<file path="src/rtl/svc_soc_io_pkg.sv">
// Shared types and helpers for the SoC MMIO bridge: FSM state encoding,
// default I/O window constants and the byte-merge used for read-merge-write.
package svc_soc_io_pkg;

   typedef enum logic [2:0] {
      IDLE   = 3'd0,
      RD     = 3'd1,
      RMW_RD = 3'd2,
      WR     = 3'd3,
      RESP   = 3'd4
   } state_t;

   localparam logic [31:0] IO_BASE_DEF = 32'h8000_0000;
   localparam logic [31:0] IO_MASK_DEF = 32'hF000_0000;

   // Byte i taken from the store data when its strobe is set, else from the bank.
   function automatic logic [31:0] merge_bytes(input logic [31:0] wdata,
                                               input logic [31:0] rdata,
                                               input logic [3:0]  wstrb);
      logic [31:0] m;
      for (int i = 0; i < 4; i++)
         m[i*8 +: 8] = wstrb[i] ? wdata[i*8 +: 8] : rdata[i*8 +: 8];
      return m;
   endfunction

endpackage

</file>
<file path="src/rtl/svc_soc_io_bridge.sv">
// CPU data-port to MMIO register-bank bridge, one transaction at a time.
// Define SVC_SOC_IO_BRIDGE_RMW_EN to turn partial-strobe stores into read-merge-write.
module svc_soc_io_bridge
   import svc_soc_io_pkg::*;
#(
   parameter logic [31:0] IO_BASE = IO_BASE_DEF,
   parameter logic [31:0] IO_MASK = IO_MASK_DEF
) (
   input  logic        clk,
   input  logic        rst_n,
   input  logic        req_valid,
   output logic        req_ready,
   input  logic        req_write,
   input  logic [31:0] req_addr,
   input  logic [31:0] req_wdata,
   input  logic [3:0]  req_wstrb,
   output logic        rsp_valid,
   output logic [31:0] rsp_rdata,
   output logic        rsp_err,
   output logic        io_wen,
   output logic [31:0] io_waddr,
   output logic [31:0] io_wdata,
   output logic [3:0]  io_wstrb,
   output logic        io_ren,
   output logic [31:0] io_raddr,
   input  logic [31:0] io_rdata
);

   state_t      state;
   logic [31:0] addr_q;
   logic [31:0] wdata_q;
   logic [3:0]  wstrb_q;
   logic [31:0] rdata_q;
   logic        err_q;
   logic        hit;

   assign hit = ((req_addr & IO_MASK) == IO_BASE);

   always_ff @(posedge clk or negedge rst_n) begin
      if (!rst_n) begin
         state   <= IDLE;
         addr_q  <= '0;
         wdata_q <= '0;
         wstrb_q <= '0;
         rdata_q <= '0;
         err_q   <= 1'b0;
      end else begin
         case (state)
            IDLE: begin
               if (req_valid) begin
                  addr_q  <= {req_addr[31:2], 2'b00};
                  wdata_q <= req_wdata;
                  wstrb_q <= req_wstrb;
                  rdata_q <= '0;
                  err_q   <= 1'b0;
                  if (!hit) begin
                     err_q <= 1'b1;
                     state <= RESP;
                  end else if (!req_write) begin
                     state <= RD;
                  end else if (req_wstrb == 4'hF) begin
                     state <= WR;
                  end else if (req_wstrb == 4'h0) begin
                     state <= RESP;
                  end else begin
`ifdef SVC_SOC_IO_BRIDGE_RMW_EN
                     state <= RMW_RD;
`else
                     state <= WR;
`endif
                  end
               end
            end
            RD: begin
               rdata_q <= io_rdata;
               state   <= RESP;
            end
`ifdef SVC_SOC_IO_BRIDGE_RMW_EN
            RMW_RD: begin
               wdata_q <= merge_bytes(wdata_q, io_rdata, wstrb_q);
               state   <= WR;
            end
`endif
            WR:      state <= RESP;
            RESP:    state <= IDLE;
            default: state <= IDLE;
         endcase
      end
   end

   // Strobes decode straight from the state register so reset drops them at once.
   assign req_ready = (state == IDLE);
   assign io_ren    = (state == RD) || (state == RMW_RD);
   assign io_wen    = (state == WR);
   assign rsp_valid = (state == RESP);
   assign io_raddr  = addr_q;
   assign io_waddr  = addr_q;
   assign io_wdata  = wdata_q;
   assign io_wstrb  = io_wen ? wstrb_q : 4'h0;
   assign rsp_rdata = rsp_valid ? rdata_q : 32'h0;
   assign rsp_err   = rsp_valid & err_q;

endmodule

</file>
<file path="config.mk">
export PLATFORM = sky130hd
export DESIGN_NAME = svc_soc_io_bridge
export DESIGN_NICKNAME = d
export VERILOG_FILES = /design/src/rtl/svc_soc_io_pkg.sv /design/src/rtl/svc_soc_io_bridge.sv
export SDC_FILE = /design/constraint.sdc
export NUM_CORES = 1
export LEC_CHECK = 0
export ABC_CLOCK_PERIOD_IN_PS = 5080
export CORE_UTILIZATION = 42
export CTS_CLUSTER_DIAMETER = 80
export DETAILED_ROUTE_END_ITERATION = 8
export PLACE_DENSITY = 0.86
export SYNTH_ARGS = -nofsm -noshare
export SYNTH_HDL_FRONTEND = slang
export SYNTH_SLANG_ARGS = --single-unit
</file>
<file path="constraint.sdc">
create_clock -name clk -period 5.08 [get_ports clk]
set_clock_uncertainty 0.15 [all_clocks]
set_input_delay 1.016 -clock clk [delete_from_list [all_inputs] [get_ports clk]]
set_output_delay 1.016 -clock clk [all_outputs]
set_load 0.01 [all_outputs]
</file>
==> flow_summary.ini, run 1 <==
[synth]
synth_compound_area_share_pct = 6.72
netlist_area_um2 = 4450
ys_seq_area_share_pct = 57.4
synth_fa_ha_area_share_pct = 0
synth_cells = 345
yosys_register_bits = 102
yosys.area_share.simple_pct = 10.2
synth_top_family_by_area = multiplexers
synthMuxAreaShare_pct = 16.7
ys_types = 25
synthXorXnorAreaFrac_pct = 0.197
syn_area_per_cell_um2 = 12.9
ys_warn_count = 0

[grt]
grtUsageMet1_pct = 24.0
grt_util_all_layers_pct = 20.1
use_met3_pct = 4.74
grt_pass1_vias = 3407
grt_overflow_total = 0
antenna_found_initial = 0
grt_max_degree = 58
grt_pass1_wl_um = 17200
grt_util_met2_pct = 33.9
gr-max-usage-layer = met2

[power]
max-vdd-ir-drop_uv = 185
p_per_area_nw_per_um2 = 300
cellLeakagePower_nw = 2.78

[detailed_routing]
drc_errors = 0
post_drt_wl_per_cell_um = 15.7
viasPerCell = 4.82
firstDrtPassIters = 4
wl_um = 10700
drtIter0Drc = 84
drtAntennaViolNets = 0
vias = 3281

[clocking]
hold_buffers = 0
cts_tree = done
cts.path.max_buffers = 2
clock_latency_ns = 0.35
htree_levels = 3
cts_buffers = 9
cts_sinks = 102
cts_resized = 0
clk_transition_reported_paths_ns = 0.09
postCtsSetupBuffers = 0
cts_root_buffer = clkbuf_8

[timing]
rsz0062_at_grt = no
slew_headroom_pct = 28.6
finalMaxSlewViolations = 0
setup_violations = 0
fin_setup_tns_ns = 0
fin_crit_ns = 3.30
finalHoldViolCount = 0
timing.fmax_ghz = 0.303
worst_slew_pin_slew_ns = 1.07
fin_crit_sh_pct = 64.9
fin_ws_ns = 1.78

[worst_setup_path]
criticalPathCategory = reg2out
cp.arrival_ns = 2.13
cp_max_fo = 34
worstSetupEndpointType = primary output
setup.worst_path.start_class = flop
worstPathRequired_ns = 3.91

[placed_design]
dp_slack_ns = 2.07
gp_congestion = 0.689
portBuffers = 234
hpwl_um = 7990

[floorplanning]
die_y_um = 105
die_w_um = 105
rows = 37
start_util_pct = 43.3
ioPinCount = 241
design.die.area_um2 = 11000
core_um2 = 10300

[job]
maxCapViolCount = 0

[cells_and_area]
diodes = 0
nets = 646
area_growth_pct = 52.9
drive_above_1_share_pct = 16.1
final_core_util_pct = 66.2

[status]
status = finished clean

[worst_hold_path]
hp-class = reg2reg
## cell type report
| cell class | count | area, um^2 |
|---|---|---|
| fillers | 775 | 3470 |
| clock buffers | 13 | 169 |
| clock inverters | 1 | 5.00 |
| repair buffers | 239 | 2380 |
| flip-flops and latches | 102 | 2550 |
| well taps | 136 | 170 |
| multi-input cells | 190 | 1530 |
## through the flow
stage,std cells,hold WS [ns],cell area (um^2),power (mW)
2_1_floorplan,348,0.306,4460,1.26
3_3_place_gp,667,0.320,6630,1.58
3_5_place_dp,667,0.326,6630,1.60
4_1_cts,681,0.346,6800,2.07
5_1_grt,681,0.377,6800,2.14
6_report,681,0.343,6800,2.04
## layer usage
layer,part of all wire (%),vias to the layer above
met3,6.2,21
met1,40,1592
met2,51,136
met5,0,-
met4,2.4,0
li1,-,1532
## Yosys cell counts
master     count  area (um^2)
dfrtp_1      102         2550
mux2_2        66          743
buf_4         43          323
and2_1        34          213
nand2_1       34          128
o2bb2ai_1     32          280
buf_2          8         40.0
and3_1         4         25.0
clkbuf_1       4         15.0
nor2_1         3         11.3
a21oi_1        1         5.00
a31oi_1        1         6.26
buf_6          1         11.3
conb_1         1         3.75
nand2b_1       1         6.26
nor2b_1        1         6.26
nor3_1         1         5.00
nor3b_1        1         7.51
nor3b_2        1         12.5
nor4_1         1         6.26
nor4b_1        1         8.76
nor4b_2        1         15.0
o21a_1         1         7.51
or3b_1         1         8.76
xnor2_1        1         8.76
## state kept, by name (all words and copies together), names as in the netlist
register	count
err_q	1
io_raddr	30
io_wdata	32
rdata_q	32
state	3
wstrb_q	4
## cells by family after synthesis
logic type,Yosys count
buffers and inverters,56
muxes,66
other,1
xor gates and xnor gates,1
AOI/OAI and AO/OA,35
and+or+nand+nor,84
DFF,102
## critical path, stage by stage, from the launching register on
cell,delay (ns)
dfrtp_1,0.53
nor3b_2,0.23
buf_4,0.30
and2_1,0.18
clkdlybuf4s50_1,0.54
## worst paths after layout
kind / start / to / slack, ns / cells after the start
hold reg to reg: err_q / err_q / 0.34 / 1
hold / removal: err_q / err_q / 0.34 / 1
setup / recovery: state[1] / rsp_rdata[25] / 1.78 / 4
setup reg to reg: state[1] / io_raddr[15] / 2.90 / 3
max in group asynchronous: rst_n / io_wdata[26] / 3.14 / 2
min in group asynchronous: rst_n / io_raddr[17] / 0.50 / 1
## cells in the final DEF, fill, tap and decap left out
cell             netlist  layout
clkdlybuf4s50_1        0     233
dfrtp_1              102     102
mux2_2                66      66
and2_1                34      34
nand2_1               34      34
o2bb2ai_1             32      32
clkbuf_8               0      12
buf_4                 43       6
and3_1                 4       4
conb_1                 1       4
nor2_1                 3       2
nor3_1                 1       1
nor3b_2                1       1
nor2b_1                1       1
xnor2_1                1       1
nor4b_4                0       1
nand2b_1               1       1
nor2_2                 0       1
or3b_1                 1       1
nor4_1                 1       1
nor4b_1                1       1
nor3b_1                1       1
a21oi_1                1       1
a31oi_1                1       1
o21a_1                 1       1
clkinv_2               0       1
clkbuf_1               4       1
## report_power, final
part	switching, mW	internal, mW	total, mW
logic	0.215	0.383	0.598
registers	0.0657	0.912	0.978
clock network	0.251	0.213	0.463
total	0.531	1.51	2.04
Power figures use the tool's default switching activity.
==> run 2, diff against run 1 <==
--- a/config.mk
+++ b/config.mk
@@ -5,11 +5,11 @@
 export SDC_FILE = /design/constraint.sdc
 export NUM_CORES = 1
 export LEC_CHECK = 0
-export ABC_CLOCK_PERIOD_IN_PS = 5080
-export CORE_UTILIZATION = 42
+export ABC_CLOCK_PERIOD_IN_PS = 3000
+export CORE_UTILIZATION = 35
 export CTS_CLUSTER_DIAMETER = 80
 export DETAILED_ROUTE_END_ITERATION = 8
-export PLACE_DENSITY = 0.86
+export PLACE_DENSITY = 0.76
 export SYNTH_ARGS = -nofsm -noshare
 export SYNTH_HDL_FRONTEND = slang
 export SYNTH_SLANG_ARGS = --single-unit
==> constraint.sdc (replaced) <==
create_clock -name clk -period 3 [get_ports clk]
set_clock_uncertainty 0.15 [all_clocks]
set_input_delay 0.6 -clock clk [delete_from_list [all_inputs] [get_ports clk]]
set_output_delay 0.6 -clock clk [all_outputs]
set_load 0.01 [all_outputs]
==> run 2 against run 1 <==
Cell count rose by 5.1%. Combinational power rose by 71%. Largest cell class unchanged. Clock-buffer cell count fell by 1. Worst hold slack got worse by 0.24 ns. Non-clock buffer count rose by 1. Sequential cell count did not move. Total power rose by 94%. Sequential power rose by 69%.
==> flow_summary.ini, run 2 (synthesis gave the netlist of run 1 again) <==
[job]
maxCapViolCount = 0

[detailed_routing]
vias = 3250
viasPerCell = 4.54
drtIter0Drc = 132
drc_errors = 0
post_drt_wl_per_cell_um = 14.9
drtAntennaViolNets = 0
wl_um = 10700
firstDrtPassIters = 4

[worst_setup_path]
cp_slowest_stage_delay_ns = 0.56
worstSetupEndpointType = primary output
cp_max_fo = 34
crit_chain = nor3b_2, buf_4, and2_1, clkdlybuf4s50_1
worstPathRequired_ns = 2.25
critPathTopFamily = buffers and inverters
path_buf_inv = 2
criticalPathCategory = reg2out
r2r-start = state[1]
slowest_stage = clkdlybuf4s50_1
setup.worst_path.start_class = flop
crit_path_start = state[2]
cp.arrival_ns = 2.06

[power]
p_per_area_nw_per_um2 = 562
max-vdd-ir-drop_uv = 371
cellLeakagePower_nw = 2.86
p_total_mw = 3.96

[cells_and_area]
drive_above_1_share_pct = 16.2
final_cell_mix = clkdlybuf4s50_1 (233), dfrtp_1 (102), mux2_2 (66)
fin_cells = 716
layout_commonest_cell = clkdlybuf4s50_1
nets = 647
diodes = 0
area_growth_pct = 58.4

[floorplanning]
ioPinCount = 241
core_um2 = 12200
start_util_pct = 36.4
design.die.area_um2 = 13200
die_y_um = 115
rows = 40
die_w_um = 115

[clocking]
postCtsSetupBuffers = 0
cts_sinks = 102
cts_tree = done
htree_levels = 3
cts_root_buffer = clkbuf_16
cts_buffers = 9
hold_buffers = 0
cts.path.max_buffers = 2
clk_transition_reported_paths_ns = 0.06
cts_resized = 0
clock_latency_ns = 0.34

[placed_design]
portBuffers = 234
dp_slack_ns = 0.542
hpwl_um = 7780
gp_congestion = 0.716
placed_cells = 700

[grt]
grt_max_degree = 55
grt_pass1_vias = 3337
grt_overflow_total = 0
grt_pass1_wl_um = 16600
antenna_found_initial = 0
grt_util_all_layers_pct = 16.5

[timing]
slew_headroom_pct = 28.3
timing.fmax_ghz = 0.355
finalMaxSlewViolations = 0
fin_ws_ns = 0.186
fin_setup_tns_ns = 0
fin_crit_sh_pct = 93.8
fin_crit_ns = 2.81
worst_slew_pin_slew_ns = 1.08
finalHoldViolCount = 0
setup_violations = 0
rsz0062_at_grt = no

[status]
status = finished clean

[worst_hold_path]
hp-class = in2async
run 2: layout make-up:
cell class / count / area, um^2
Clock buffer: 12 / 236
Clock inverter: 4 / 95.1
Fill cell: 1050 / 5160
Multi-Input combinational cell: 190 / 1530
Sequential cell: 102 / 2550
Tap cell: 168 / 210
Timing Repair Buffer: 240 / 2420
run 2: layer usage:
layer / vias up / GRT usage (%) / wire length, um / part of all wire [%]
met5: - / 0 / 0 / 0
met4: 0 / 7.79 / 229 / 2.1
met3: 15 / 5.64 / 910 / 8.5
met2: 136 / 28.0 / 5330 / 50
met1: 1559 / 18.8 / 4200 / 39
li1: 1540 / - / - / -
run 2: per-stage QoR:
step | utilization [%] | cell area (um^2) | hold slack (ns)
3_5_place_dp | 55.0 | 6720 | 0.330
5_1_grt | 57.7 | 7050 | 0.158
3_3_place_gp | 55.0 | 6720 | 0.333
6_report | 57.7 | 7050 | 0.104
2_1_floorplan | - | 4460 | 0.154
4_1_cts | 57.7 | 7050 | 0.129
run 2: power by group:
part	internal, mW	switching, mW
clock	0.814	0.475
combinational	0.656	0.360
sequential	1.55	0.107
run 2: worst register-to-register path: stages, from the launching register on:
cell       delay, ns
dfrtp_1         0.39
buf_4           0.18
or3b_1          0.82
nand2_1         0.24
o2bb2ai_1       0.09
run 2: path summary, 6_finish.rpt:
| path | to | slack, ns | cells after the start |
|---|---|---|---|
| setup / recovery | rsp_err | 0.19 | 4 |
| hold / removal | io_raddr[14] | 0.10 | 1 |
| setup reg to reg | rdata_q[16] | 1.01 | 4 |
| hold reg to reg | err_q | 0.34 | 1 |
| max in group asynchronous | io_wdata[12] | 1.85 | 2 |
| min in group clk | err_q | 0.34 | 1 |
